`src/rtl/i2c_pkg.sv`:
```
// Shared I2C types and constants for the target responder and the master.
package i2c_pkg;

    typedef enum logic [3:0] {
        IDLE,
        ADDR,
        ADDR_ACK,
        WRITE,
        WRITE_ACK,
        READ_LOAD,
        READ,
        READ_ACK,
        IGNORE
    } i2cState_t;

    localparam logic [6:0] PCF8591_ADDR = 7'h48;
    localparam logic       I2C_ACK      = 1'b0;
    localparam logic       I2C_NACK     = 1'b1;

endpackage

```
`src/rtl/i2c_bus_sync.sv`:
```
// SCL/SDA synchronizer with SCL edge and START/STOP pulse detection.
module i2c_bus_sync #(
    parameter int SYNC_STAGES = 2
) (
    input  logic clk,
    input  logic reset,
    input  logic scl_in,
    input  logic sda_in,
    output logic scl_s,
    output logic sda_s,
    output logic scl_rise,
    output logic scl_fall,
    output logic start,
    output logic stop
);

    logic [SYNC_STAGES-1:0] sclPipe;
    logic [SYNC_STAGES-1:0] sdaPipe;
    logic                   sclPrev;
    logic                   sdaPrev;

    // Reset to the idle-bus level so leaving reset never looks like an edge.
    always_ff @(posedge clk) begin
        if (!reset) begin
            sclPipe <= '1;
            sdaPipe <= '1;
            sclPrev <= 1'b1;
            sdaPrev <= 1'b1;
        end else begin
            sclPipe <= {sclPipe[SYNC_STAGES-2:0], scl_in};
            sdaPipe <= {sdaPipe[SYNC_STAGES-2:0], sda_in};
            sclPrev <= scl_s;
            sdaPrev <= sda_s;
        end
    end

    assign scl_s    = sclPipe[SYNC_STAGES-1];
    assign sda_s    = sdaPipe[SYNC_STAGES-1];
    assign scl_rise = scl_s & ~sclPrev;
    assign scl_fall = ~scl_s & sclPrev;
    assign start    = scl_s & sclPrev & sdaPrev & ~sda_s;
    assign stop     = scl_s & sclPrev & ~sdaPrev & sda_s;

endmodule

```
`src/rtl/i2c_target_pcf.sv`:
```
// PCF8591-style I2C target: address match, control/data writes, user-fed reads.
// Define I2C_TARGET_CLOCK_STRETCH_EN to stretch SCL while read data is not ready.
//
// state     | meaning
// IDLE      | bus idle, waiting for START
// ADDR      | shifting in address byte
// ADDR_ACK  | ACK clock for the address (or give up on mismatch)
// WRITE     | shifting in a write byte
// WRITE_ACK | ACK clock for a write byte
// READ_LOAD | fetching the next byte to send
// READ      | driving a read byte, MSB first
// READ_ACK  | sampling the master's ACK/NACK
// IGNORE    | not addressed or NACKed, waiting for START/STOP
module i2c_target_pcf
    import i2c_pkg::*;
#(
    parameter logic [6:0] DEV_ADDR    = PCF8591_ADDR,
    parameter int         SYNC_STAGES = 2
) (
    input  logic       clk,
    input  logic       reset,
    input  logic       scl_in,
    input  logic       sda_in,
    output logic       sda_oe,
    output logic       scl_oe,
    output logic [7:0] ctrl_reg,
    output logic [7:0] wr_data,
    output logic       wr_valid,
    input  logic [7:0] tx_data,
    input  logic       tx_valid,
    output logic       rd_req,
    output logic       busy
);

`ifdef I2C_TARGET_CLOCK_STRETCH_EN
    localparam bit STRETCH_EN = 1'b1;
`else
    localparam bit STRETCH_EN = 1'b0;
`endif

    logic       sclS, sdaS, sclRise, sclFall, startDet, stopDet;
    i2cState_t  state;
    logic [2:0] bitCnt;
    logic [7:0] shiftReg;
    logic [7:0] txShift;
    logic [7:0] byteIdx;
    logic       ackPhase;
    logic       masterAck;
    logic [7:0] newByte;
    logic [7:0] loadByte;

    i2c_bus_sync #(.SYNC_STAGES(SYNC_STAGES)) uSync (
        .clk      (clk),
        .reset    (reset),
        .scl_in   (scl_in),
        .sda_in   (sda_in),
        .scl_s    (sclS),
        .sda_s    (sdaS),
        .scl_rise (sclRise),
        .scl_fall (sclFall),
        .start    (startDet),
        .stop     (stopDet)
    );

    assign newByte  = {shiftReg[6:0], sdaS};
    assign loadByte = tx_valid ? tx_data : 8'hFF;

    always_ff @(posedge clk) begin
        if (!reset) begin
            state     <= IDLE;
            bitCnt    <= 3'd0;
            shiftReg  <= 8'h00;
            txShift   <= 8'h00;
            byteIdx   <= 8'h00;
            ackPhase  <= 1'b0;
            masterAck <= I2C_NACK;
            sda_oe    <= 1'b0;
            scl_oe    <= 1'b0;
            ctrl_reg  <= 8'h00;
            wr_data   <= 8'h00;
            wr_valid  <= 1'b0;
            rd_req    <= 1'b0;
            busy      <= 1'b0;
        end else begin
            wr_valid <= 1'b0;
            rd_req   <= 1'b0;
            case (state)
                IDLE: ;
                ADDR: begin
                    if (sclRise) begin
                        shiftReg <= newByte;
                        bitCnt   <= bitCnt + 3'd1;
                        if (bitCnt == 3'd7) state <= ADDR_ACK;
                    end
                end
                ADDR_ACK: begin
                    if (sclFall) begin
                        if (!ackPhase) begin
                            if (shiftReg[7:1] == DEV_ADDR) begin
                                sda_oe   <= 1'b1;
                                busy     <= 1'b1;
                                ackPhase <= 1'b1;
                            end else begin
                                busy  <= 1'b0;
                                state <= IGNORE;
                            end
                        end else begin
                            sda_oe   <= 1'b0;
                            ackPhase <= 1'b0;
                            bitCnt   <= 3'd0;
                            byteIdx  <= 8'h00;
                            state    <= shiftReg[0] ? READ_LOAD : WRITE;
                        end
                    end
                end
                WRITE: begin
                    if (sclRise) begin
                        shiftReg <= newByte;
                        bitCnt   <= bitCnt + 3'd1;
                        if (bitCnt == 3'd7) begin
                            state <= WRITE_ACK;
                            if (byteIdx == 8'h00) begin
                                ctrl_reg <= newByte;
                            end else begin
                                wr_data  <= newByte;
                                wr_valid <= 1'b1;
                            end
                            if (byteIdx != 8'hFF) byteIdx <= byteIdx + 8'd1;
                        end
                    end
                end
                WRITE_ACK: begin
                    if (sclFall) begin
                        if (!ackPhase) begin
                            sda_oe   <= 1'b1;
                            ackPhase <= 1'b1;
                        end else begin
                            sda_oe   <= 1'b0;
                            ackPhase <= 1'b0;
                            bitCnt   <= 3'd0;
                            state    <= WRITE;
                        end
                    end
                end
                READ_LOAD: begin
                    // Only ever load and drive the first bit while SCL is low.
                    if (!sclS) begin
                        if (STRETCH_EN && !tx_valid) begin
                            scl_oe <= 1'b1;
                        end else begin
                            sda_oe  <= ~loadByte[7];
                            txShift <= {loadByte[6:0], 1'b0};
                            rd_req  <= tx_valid;
                            bitCnt  <= 3'd0;
                            state   <= READ;
                        end
                    end
                end
                READ: begin
                    scl_oe <= 1'b0;
                    if (sclRise) begin
                        bitCnt <= bitCnt + 3'd1;
                        if (bitCnt == 3'd7) state <= READ_ACK;
                    end else if (sclFall) begin
                        sda_oe  <= ~txShift[7];
                        txShift <= {txShift[6:0], 1'b0};
                    end
                end
                READ_ACK: begin
                    if (sclFall) begin
                        if (!ackPhase) begin
                            sda_oe   <= 1'b0;
                            ackPhase <= 1'b1;
                        end else begin
                            ackPhase <= 1'b0;
                            state    <= (masterAck == I2C_ACK) ? READ_LOAD : IGNORE;
                        end
                    end else if (sclRise && ackPhase) begin
                        masterAck <= sdaS;
                    end
                end
                IGNORE: ;
                default: state <= IDLE;
            endcase

            if (startDet) begin
                state    <= ADDR;
                bitCnt   <= 3'd0;
                ackPhase <= 1'b0;
                sda_oe   <= 1'b0;
                scl_oe   <= 1'b0;
            end
            if (stopDet) begin
                state    <= IDLE;
                ackPhase <= 1'b0;
                sda_oe   <= 1'b0;
                scl_oe   <= 1'b0;
                busy     <= 1'b0;
            end
        end
    end

endmodule

```
`config.mk`:
```
export PLATFORM = sky130hd
export DESIGN_NAME = i2c_target_pcf
export DESIGN_NICKNAME = d
export VERILOG_FILES = /design/src/rtl/i2c_pkg.sv /design/src/rtl/i2c_bus_sync.sv /design/src/rtl/i2c_target_pcf.sv
export SDC_FILE = /design/constraint.sdc
export NUM_CORES = 1
export LEC_CHECK = 0
export CAP_MARGIN = 30
export CORE_ASPECT_RATIO = 0.6
export CORE_MARGIN = 3
export CORE_UTILIZATION = 58
export CTS_BUF_LIST = sky130_fd_sc_hd__clkbuf_4
export CTS_CLUSTER_SIZE = 30
export DETAILED_ROUTE_END_ITERATION = 10
export PLACE_DENSITY = 0.82
export RECOVER_POWER = 50
export SLEW_MARGIN = 10
export SYNTH_ARGS = -nofsm -noshare
export SYNTH_HDL_FRONTEND = slang
export SYNTH_SLANG_ARGS = --single-unit
export TNS_END_PERCENT = 10
```
`constraint.sdc`:
```
create_clock -name clk -period 2.8 [get_ports clk]
set_input_delay 0.7 -clock clk [delete_from_list [all_inputs] [get_ports clk]]
set_output_delay 0.7 -clock clk [all_outputs]
set_load 0.005 [all_outputs]
```
==> summary.txt <==
Run status
  • Result of the run: finished clean

Logic synthesis
  • Share of Yosys cell area claimed by the top area cell type: 0.377
  • Most used DFF post-synth: sky130_fd_sc_hd__dfxtp_1
  • Most common cell in the netlist: sky130_fd_sc_hd__dfxtp_1
  • Flip-flop and latch count after synthesis: 58
  • Top cell types by occurrence after synthesis: 58 x sky130_fd_sc_hd__dfxtp_1, 32 x sky130_fd_sc_hd__a21oi_1, 30 x sky130_fd_sc_hd__nor2b_1, 29 x sky130_fd_sc_hd__mux2i_1, 27 x sky130_fd_sc_hd__nand2_1
  • Cell count after synthesis: 354
  • Largest family of logic cells by synthesized area: simple AND/OR/NAND/NOR gates
  • Syn nets: 371
  • Post-Synthesis Cell Area: 3080 sq um
  • Yosys synthesis warning count: 0
  • Netlist cell types: 63
  • Arithmetic-cell share of the synthesized area counting full adders, half adders and majority gates: 0.0162
  • Mux contribution to synthesized area: 0.0978
  • Basic-gate share of the synthesized area counting and, or, nand and nor cells: 0.274
  • Synthesized area per cell: 8.71 sq um
  • Synth Area in Compound Gates: 0.170
  • Cell type with the highest aggregate area in the netlist: sky130_fd_sc_hd__dfxtp_1
  • Number of flops mapped to enable cells by yosys: 0
  • Parity-gate share of the synthesized area counting xor and xnor cells: 0
  • Share of synthesized area occupied by flip-flops and latches: 0.377
  • Top area cells in the synthesized netlist: sky130_fd_sc_hd__dfxtp_1 38%, sky130_fd_sc_hd__mux2i_1 9.4%, sky130_fd_sc_hd__nor2b_1 6.1%
  • Share of async-settable or async-resettable flops after synthesis: 0

Worst hold path
  • Start point of the worst min-delay path: uSync.sdaPipe[0]
  • Class of the worst hold path: reg2reg

Placed design
  • HPWL after detailed placement: 4.81 mm
  • GP Congestion: 0.949
  • Cell area after placement: 3430 sq um
  • Total of buffers placed on input and output ports: 32
  • Setup slack at placement: 0.448 ns

Clock network
  • Number of buffers added for setup after CTS: 0
  • Clock Sink Count: 58
  • Clock tree root driver cell: sky130_fd_sc_hd__clkbuf_4
  • Clock tree buffer depth: 2
  • Clock tree from TritonCTS: yes
  • Quantity of gates resized following cts: 0
  • Num CTS Buffers: 9
  • Max H-tree Level: 3
  • Clock transition at path regs: 0.10 ns
  • Hold_buf cts: 0
  • Source-to-sink clock delay at the later pin of the worst-skew pair: 0.41 ns

STA
  • Timing-limited maximum frequency: 419 MHz
  • Aggregate negative setup slack: 0 ns
  • Shortest clock period the worst path allows after layout: 2.39 ns
  • Largest clock skew in the final design: 0.0167 ns
  • Setup Viol. Count Final: 0
  • Final worst hold slack: 0.415 ns
  • Slew headroom: 0.419
  • Number of hold violations in the final report: 0
  • Final Max Slew Viols: 0
  • Final worst-path cycle share: 0.852
  • Worst slew pin tran: 0.872 ns
  • Min setup slack post-route: 0.413 ns
  • Unrepaired setup endpoints after global routing: false

Route
  • Residual DRC count: 0
  • WL per Instance: 15.6 um
  • Iteration count of the initial detailed-routing pass: 5
  • Vias post-DR: 2,636
  • Avg Vias per Cell: 5.90
  • Initial DRC Count: 153
  • Number of nets with antenna violations after detailed routing: 0
  • Wire length after detailed routing: 6.98 mm

Floorplanning
  • Core Box Area: 4850 sq um
  • Overall die width: 100 um
  • Number of top-level design ports: 34
  • Num rows: 19
  • Die Y: 62.5 um
  • Effective utilization at floorplan: 0.636
  • Die Outline Area: 6260 sq um

Worst setup path
  • Worst setup slack for register-to-register paths: 0.41 ns
  • Critical path capture point type: flop
  • Beginning of the worst register-to-register path: byteIdx[0]
  • Critical path data arrival time: 2.68 ns
  • Worst setup path start: byteIdx[0]
  • Required time at the worst-slack endpoint: 3.09 ns
  • Critical Path Fanout Max: 8
  • Startpoint types: flop
  • Class of the most critical setup path: reg2reg

Global route
  • Maximum number of pins on one net before global-route repair: 28
  • Wire length of the first global-routing pass: 11.7 mm
  • Congestion Overflow GR: 0
  • Antenna violations before repair: 0
  • Number of global-route vias before repair: 2,413
  • Overall fraction of global-route tracks in use: 0.229

Cells and area
  • Finished layout cell area: 3520 sq um
  • Fraction of layout instances using a drive strength above 1: 0.0938
  • Final #Nets: 398
  • Number of antenna cells inserted: 0
  • Synthesis-to-layout area growth: 14.3%
  • Fill cell instance count of the final layout: 389

Pwr
  • Overall power of the completed layout: 0.00139 W
  • Leakage power of the design: 1.33 nW
  • Maximum resistive drop on vdd: 0.282 mV
  • PwrDens: 395 nW/um^2

Run
  • Max_cap viols: 0
==> cell usage in the layout (no fill, tap or decap), drive strengths merged, types with 12 or more instances in the layout <==
cell	count
inv	13
nand2b	20
nor2b	30
mux2i	29
dlygate4sd3	14
a21oi	32
clkbuf	12
o21ai	12
dfxtp	58
nand2	27
clkdlybuf4s50	18
==> worst max-delay path: stages, from the launching register on <==
cell                      delay [ns]
sky130_fd_sc_hd__dfxtp_1        0.35
sky130_fd_sc_hd__inv_1          0.11
sky130_fd_sc_hd__ha_1           0.14
sky130_fd_sc_hd__or4b_2         0.57
sky130_fd_sc_hd__nor4_1         0.33
sky130_fd_sc_hd__nand4_2        0.43
sky130_fd_sc_hd__mux2i_1        0.28
sky130_fd_sc_hd__nor2b_1        0.06
==> path summary, 6_finish.rpt <==
kind / depth (start not counted) / to
min: 1 / uSync.sdaPipe[1]
max: 7 / ctrl_reg[6]
min reg2reg: 1 / uSync.sdaPipe[1]
max reg2reg: 7 / ctrl_reg[6]
==> routing by layer <==
metal | global-route usage | part of all wire | vias up
met3 | 0.0847 | 0.074 | 6
li1 | - | - | 1317
met2 | 0.328 | 0.42 | 90
met1 | 0.331 | 0.50 | 1223
met4 | 0.0370 | 0.0065 | 0
met5 | 0 | 0 | -
==> stage by stage <==
step / instances / util
after global placement: 433 / 0.708
after global routing: 447 / 0.727
after detailed placement: 433 / 0.708
final: 447 / 0.727
after CTS: 447 / 0.728
after floorplan: 354 / -
==> layout make-up <==
type,count,area [sq um],share of cell area
Clock buffer,10,75.1,0.0213
Timing Repair Buffer,45,410,0.116
Inverter,13,48.8,0.0138
Clock inverter,4,21.3,0.00604
Tap cell,63,78.8,0.0224
Multi-Input combinational cell,254,1730,0.490
Sequential cell,58,1160,0.330
==> cells by family after synthesis <==
kind of cell             count (synthesis)
other                                    1
flip-flops                              58
multiplexers                            30
AND/OR/NAND/NOR                        140
adder cells (fa/ha/maj)                  4
buffers and inverters                   42
AO/OA/AOI/OAI                           79
==> power by group <==
part / internal [W] / leakage, nW / switching, W
sequential: 0.000829 / 0.468 / 0.00000559
combinational: 0.0000394 / 0.804 / 0.0000450
clock: 0.000177 / 0.0555 / 0.000298
Note: power is estimated with default switching activity, not from simulation.
